<file path="src/rtl/player_health_ctrl.sv">
// Per-player health bookkeeping: applies hit/chip damage, post-hit invulnerability and KO detection.
// Feeds the health bar renderer via a registered 5-bit curr_health.
module player_health_ctrl #(
  parameter int FULL_HEALTH   = 31,
  parameter int INVULN_CYCLES = 5000000,
  parameter int BLOCK_SHIFT   = 2
) (
  input  logic       clk,
  input  logic       reset,
  input  logic       round_start,
  input  logic       hit_valid,
  input  logic [4:0] hit_damage,
  input  logic       hit_blocked,
  output logic       hit_ready,
  output logic [4:0] curr_health,
  output logic       hit_taken,
  output logic       invuln,
  output logic       ko,
  output logic [7:0] hit_count
);

  localparam int CNT_W = (INVULN_CYCLES > 1) ? $clog2(INVULN_CYCLES) : 1;

  typedef enum logic [1:0] {ALIVE, INVULN, KO} state_t;

  state_t             state;
  logic [CNT_W-1:0]   inv_cnt;
  logic [4:0]         eff;
  logic [4:0]         new_health;

  assign hit_ready  = (state == ALIVE);
  assign eff        = hit_blocked ? (hit_damage >> BLOCK_SHIFT) : hit_damage;
  assign new_health = (curr_health > eff) ? (curr_health - eff) : 5'd0;

  always_ff @(posedge clk) begin
    if (reset || round_start) begin
      state       <= ALIVE;
      curr_health <= 5'(FULL_HEALTH);
      hit_taken   <= 1'b0;
      invuln      <= 1'b0;
      ko          <= 1'b0;
      hit_count   <= 8'd0;
      inv_cnt     <= '0;
    end else begin
      hit_taken <= 1'b0;
      case (state)
        ALIVE: begin
          // zero effective damage is accepted but leaves everything untouched
          if (hit_valid && (eff != 5'd0)) begin
            curr_health <= new_health;
            hit_taken   <= 1'b1;
            if (hit_count != 8'hff) hit_count <= hit_count + 8'd1;
            if (new_health == 5'd0) begin
              state <= KO;
              ko    <= 1'b1;
            end else if (!hit_blocked) begin
              state   <= INVULN;
              invuln  <= 1'b1;
              inv_cnt <= CNT_W'(INVULN_CYCLES - 1);
            end
          end
        end
        INVULN: begin
          if (inv_cnt == '0) begin
            state  <= ALIVE;
            invuln <= 1'b0;
          end else begin
            inv_cnt <= inv_cnt - 1'b1;
          end
        end
        default: ;
      endcase
    end
  end

endmodule

</file>
<file path="config.mk">
export PLATFORM = sky130hd
export DESIGN_NAME = player_health_ctrl
export DESIGN_NICKNAME = d
export VERILOG_FILES = /design/src/rtl/player_health_ctrl.sv
export SDC_FILE = /design/constraint.sdc
export NUM_CORES = 1
export LEC_CHECK = 0
export ABC_AREA = 1
export CORE_MARGIN = 8
export CORE_UTILIZATION = 57
export DETAILED_ROUTE_END_ITERATION = 7
export GPL_ROUTABILITY_DRIVEN = 1
export PLACE_DENSITY = 0.89
export SLEW_MARGIN = 20
export SYNTH_ARGS = -nofsm -noshare
export SYNTH_HDL_FRONTEND = slang
export SYNTH_SLANG_ARGS = --single-unit
export TNS_END_PERCENT = 10
</file>
<file path="constraint.sdc">
create_clock -name clk -period 2.5 [get_ports clk]
set_input_delay 0.25 -clock clk [delete_from_list [all_inputs] [get_ports clk]]
set_output_delay 0.25 -clock clk [all_outputs]
set_load 0.05 [all_outputs]
</file>
# Yosys cells after proc, flatten, opt, wreduce, memory -nomap -nowiden
# Cells that the tools add are included.
dict set report word_totals {
  regBits 41
  out_inout_bits 17
}
dict set report classes {
  add_sub_neg 3
  magnitude_cmp 1
  eq_ne 8
  muxes 18
  n_bitwise 1
  n_reduce_logical 14
}
# operator count
set ops {}
lappend ops {{$mux W23} 4}
lappend ops {{$pmux W23 S2} 1}
lappend ops {{$logic_not A23 Y1} 1}
lappend ops {{$sub A23 B1 Y23 const B} 1}
lappend ops {{$mux W5} 2}
lappend ops {{$reduce_and A5 Y1} 2}
lappend ops {{$add A8 B1 Y8 const B} 1}
lappend ops {{$mux W2} 4}
lappend ops {{$ne A2 B2 Y1 const B} 4}
lappend ops {{$ne A8 B8 Y1 const B} 1}
lappend ops {{$reduce_and A3 Y1} 2}
lappend ops {{$gt A5 B5 Y1} 1}
lappend ops {{$logic_not A5 Y1} 1}
lappend ops {{$mux W1} 5}
lappend ops {{$reduce_bool A5 Y1} 1}
lappend ops {{$sub A5 B5 Y5} 1}
lappend ops {{$pmux W2 S2} 1}
lappend ops {{$reduce_and A4 Y1} 1}
lappend ops {{$ne A3 B2 Y1 const B} 1}
lappend ops {{$eq A2 B1 Y1 const B} 1}
lappend ops {{$logic_not A2 Y1} 1}
lappend ops {{$ne A2 B1 Y1 const B} 1}
lappend ops {{$pmux W1 S2} 1}
lappend ops {{$reduce_and A2 Y1} 1}
lappend ops {{other kinds (5)} 5}

# Logic depth before layout (Yosys ltp)
dict set report depth {
  depth_word 7
  depth_mapped 16
  depth_no_buf 16
}

# Least setup slack after synthesis
# No wires, ideal clock.
dict set report synth_path {
  path_kind {register -> register}
  startpoint {reg curr_health[0]}
  endpoint {reg inv_cnt[0]}
  setup_time_ns 0.115
  arrival_ns 2.322
  required_ns 2.385
  setup_slack_ns 0.063
  path_stages_with_launch 10
  path_buffers 1
  period_less_slack_ns 2.437
  cell_sequence {dfxtp_1 inv_1 ha_1 inv_1 fa_1 o31ai_2 nand3_4 buf_6 a21oi_1 nor2_1}
}
dict set report synth_between {
  elab_chain_len 5
  word_cells_on_any_way 6
  cone_classes {1 x add/sub; 1 x order compare; 1 x eq/ne; 1 x mux; 2 x reduce/logical}
}
# item line
set synth_lines {}
lappend synth_lines {{start: declaration} 15} ;# output logic [4:0] curr_health,
lappend synth_lines {{start signal: assignment} 38} ;# curr_health <= 5'(FULL_HEALTH);
lappend synth_lines {{start signal: assignment} 50} ;# curr_health <= new_health;
lappend synth_lines {{$sub A5 B5 Y5 / $gt A5 B5 Y1 (equally long branches)} 33} ;# assign new_health = (curr_health > eff) ? (curr_health - eff) : 5'd0;
lappend synth_lines {{$mux W5 (*)} 33}
lappend synth_lines {{$logic_not A5 Y1 (*)} 53} ;# if (new_health == 5'd0) begin
lappend synth_lines {{$ne A2 B2 Y1 (no line) (*)} -}
lappend synth_lines {{$reduce_and A5 Y1 (no line) (*)} -}
lappend synth_lines {{end signal: assignment} 59} ;# inv_cnt <= CNT_W'(INVULN_CYCLES - 1);
lappend synth_lines {{end signal: assignment} 68} ;# inv_cnt <= inv_cnt - 1'b1;
lappend synth_lines {{end: declaration} 27} ;# logic [CNT_W-1:0] inv_cnt;
# Mark *: on every way between the ends. The rest lies on a longest branch, timed or not.
# A chain may end at the register's enable or synchronous reset.

# Worst setup path in the final report
dict set report layout_path {
  startpoint {in hit_damage[0]}
  endpoint {reg inv_cnt[19]}
}
dict set report layout_between {
  elab_chain_len 6
  word_cells_on_any_way 10
  cone_classes {1 x add/sub; 1 x order compare; 2 x eq/ne; 2 x mux; 4 x reduce/logical}
}
# item line
set layout_lines {}
lappend layout_lines {{start: declaration} 12} ;# input logic [4:0] hit_damage,
lappend layout_lines {{$mux W5 (*)} 32} ;# assign eff = hit_blocked ? (hit_damage >> BLOCK_SHIFT) : hit_damage;
lappend layout_lines {{$sub A5 B5 Y5 / $gt A5 B5 Y1 (equally long branches)} 33}
lappend layout_lines {{$mux W5} 33}
lappend layout_lines {{$logic_not A5 Y1} 53}
lappend layout_lines {{$ne A2 B2 Y1 (no line)} -}
lappend layout_lines {{$reduce_and A5 Y1 (no line) (*)} -}
# Marks and branches as above.

==> impl_metrics.json <==
{
  "die_y_um": 84.46,
  "drtIter0Drc": 201,
  "synth_seq_cells": 41,
  "grt_remaining_overflow": 0,
  "fin_tns_setup_ps": 0,
  "critPathArrivalTime_ps": 2600,
  "path_class": "primary input to register",
  "avgRoutedWirePerCell_um": 13.15,
  "avgViaCountPerCell": 5.453,
  "cts_sinks": 41,
  "cts_buffers": 5,
  "synth_top_area_share": 0.3073,
  "synth_nets": 435,
  "boundaryPins": 27,
  "fin_nets": 479,
  "path_cells": "clkdlybuf4s50_1, nand2_1, o21ai_2, ha_2, inv_2, fa_2, xor2_2, o31ai_4, nand3_4, clkbuf_16, a21oi_1, nor2_1",
  "grt_use_met3": 0.04683,
  "p_leak_nw": 1.423,
  "finalSetupViolCount": 0,
  "drv_cap": 0,
  "cp-end-kind": "register",
  "drc": 0,
  "critPathTopFamily": "buffers and inverters",
  "fin_area_um2": 3289,
  "met1_usage": 0.2038,
  "worstRegToRegCells": 10,
  "hpwl_mm": 4.653,
  "grt_use_met2": 0.3145,
  "synth_area_leaders": "dfxtp_1, nand2_1, nand3_1, nor2_1, a21oi_1",
  "regArea_um2": 820.8,
  "yosysSeqAreaShare": 0.3073,
  "max_freq_mhz": 418.4,
  "worst-path-buf-inv": 3,
  "crit_end": "inv_cnt[19]",
  "crit_required_ps": 2700,
  "nFillCells": 365,
  "gr-max-usage-layer": "met2",
  "rsz0062_at_grt": "true",
  "finalHoldViolations": 0,
  "ant_nets": 0,
  "power.density_nw_per_um2": 579.3,
  "core_area_um2": 4629,
  "setup_ws_ps": 109.9,
  "htreeDepth": 2,
  "place_area_um2": 3055,
  "clkTransAtPathRegs_ps": 90,
  "multi_input_area_um2": 1607,
  "die_w_um": 84.46,
  "tightest_slew_ps": 529.1,
  "drt_first_pass_iters": 4,
  "start_util": 0.5770,
  "fin_util": 0.7105,
  "yosysWarningCount": 0,
  "synth_area_um2": 2671,
  "holdBufCountCts": 0,
  "diodes": 0,
  "status": "complete, no violations",
  "r2r_slack_ps": 270,
  "peakVddDrop_mv": 0.3197,
  "syn-mean-instance-area_um2": 6.406,
  "final.min_clock_period_ps": 2390,
  "die-area_um2": 7133,
  "grt_max_degree": 26,
  "grt_pass1_wl_mm": 10.91,
  "drv_slew": 0,
  "grt_usage": 0.1820,
  "min_path_type": "register to register",
  "row_count": 25,
  "critPathLaunchType": "primary input",
  "netlist_instances": 417,
  "mostFrequentLayoutCell": "nand2_1",
  "relSlewSlack": 0.6462,
  "preCtsSetupSlack_ps": -315.3,
  "synth_top_area_cell": "dfxtp_1",
  "finalWirelength_mm": 6.787,
  "layout_common_cells": "nand2_1, nor2_1, inv_1",
  "crit_path_max_fanout": 7,
  "fin_crit_sh": 0.9560,
  "min_path_cells": 2,
  "drive_gt1_frac": 0.1472,
  "setup.worst_path.start": "hit_damage[0]",
  "clockBufferDepth": 2,
  "grt_pass1_vias": 2560,
  "finalPower_mw": 1.906,
  "cts-root-buf": "clkbuf_8",
  "cp.depth": 12,
  "io_buffers": 26,
  "r2r-end": "inv_cnt[19]",
  "cts_tree": "done",
  "antenna_found_initial": 0,
  "rr_startpoint": "curr_health[0]",
  "max_stage_delay_ps": 480,
  "fin_skew_ps": 4.054,
  "worst_path_max_delay_cell": "clkdlybuf4s50_1",
  "gp_congestion": 0.9979,
  "vias": 2814,
  "clock_latency_ps": 300,
  "synthToLayoutAreaGrowth_pct": 23.14,
  "yosysUniqueCellTypes": 32
}
worst min path at each step:
stage | startpoint | endpoint | slack [ps]
finish | invuln | invuln | 450
global route | invuln | invuln | 480
CTS | invuln | invuln | 450
detailed placement | invuln | invuln | 440
global placement | invuln | invuln | 440
floorplan | inv_cnt[0] | inv_cnt[0] | 450
per-layer routing:
layer | vias up | share of wire
li1 | 1437 | -
met1 | 1290 | 0.41
met2 | 71 | 0.51
met3 | 16 | 0.055
met4 | 0 | 0.026
met5 | - | 0
synth_stat cells:
cell type / count
a21oi_1: 40
a31o_2: 1
a31oi_1: 2
buf_2: 3
buf_4: 1
buf_6: 5
clkbuf_1: 2
dfxtp_1: 41
fa_1: 1
ha_1: 7
inv_1: 53
inv_2: 5
nand2_1: 93
nand2_2: 3
nand3_1: 42
nand3_2: 2
nand3_4: 1
nand3b_1: 3
nand4_1: 8
nor2_1: 56
nor2_2: 5
nor2_4: 3
nor3_1: 10
nor3_2: 2
nor4_1: 2
o211ai_1: 1
o21a_1: 2
o21ai_0: 14
o21ai_2: 1
o21bai_1: 3
o31ai_2: 1
xor2_1: 4
metrics by stage:
stage / hold slack [ps] / cells
global placement: 439.0 / 503
global route: 478.7 / 516
CTS: 454.3 / 511
floorplan: 451.6 / 417
finish: 451.8 / 516
detailed placement: 439.3 / 503
registers in the layout (all words and copies together), names as in the netlist:
signal and count:
state 2, hit_taken 1, ko 1, curr_health 5, inv_cnt 23, hit_count 8, invuln 1
where the power goes:
part,internal (mW),leakage (nW),switching [mW],total [mW]
registers,0.685,0.334,0.0308,0.716
logic,0.282,1.04,0.436,0.718
clock network,0.204,0.0452,0.268,0.472
total,1.17,1.42,0.735,1.91
worst register-to-register path, delay by kind of cell, from the launching register on:
family                   cells  cell delay (ps)
AO/OA/AOI/OAI                2              410
XOR/XNOR                     1              180
adder cells (fa/ha/maj)      2              610
buffers and inverters        3              350
flip-flops                   1              330
AND/OR/NAND/NOR              2              260
kinds of logic (layout without fill, tap and decap cells):
| group | count (synthesis) | after routing | share of synthesized area |
|---|---|---|---|
| XOR/XNOR | 4 | 4 | 0.01311 |
| flip-flops | 41 | 41 | 0.3073 |
| AO/OA/AOI/OAI | 65 | 65 | 0.1340 |
| AND/OR/NAND/NOR | 230 | 230 | 0.3916 |
| buffers and inverters | 69 | 114 | 0.1138 |
| adder cells (fa/ha/maj) | 8 | 8 | 0.04028 |
layout make-up:
class / count / share of cell area
Clock buffer: 5 / 0.02092
Clock inverter: 3 / 0.007607
Inverter: 58 / 0.06619
Multi-Input combinational cell: 307 / 0.4884
Sequential cell: 41 / 0.2495
Tap cell: 54 / 0.02054
Timing Repair Buffer: 48 / 0.1468
what timing repair did:
| action | CTS | global route |
|---|---|---|
| hold endpoints to repair | 0 | 0 |
| resized for setup | 0 | 20 |
| setup endpoints to repair | 0 | 24 |
| buffers inserted | 0 | 1 |
(Power assumes the default switching activity.)
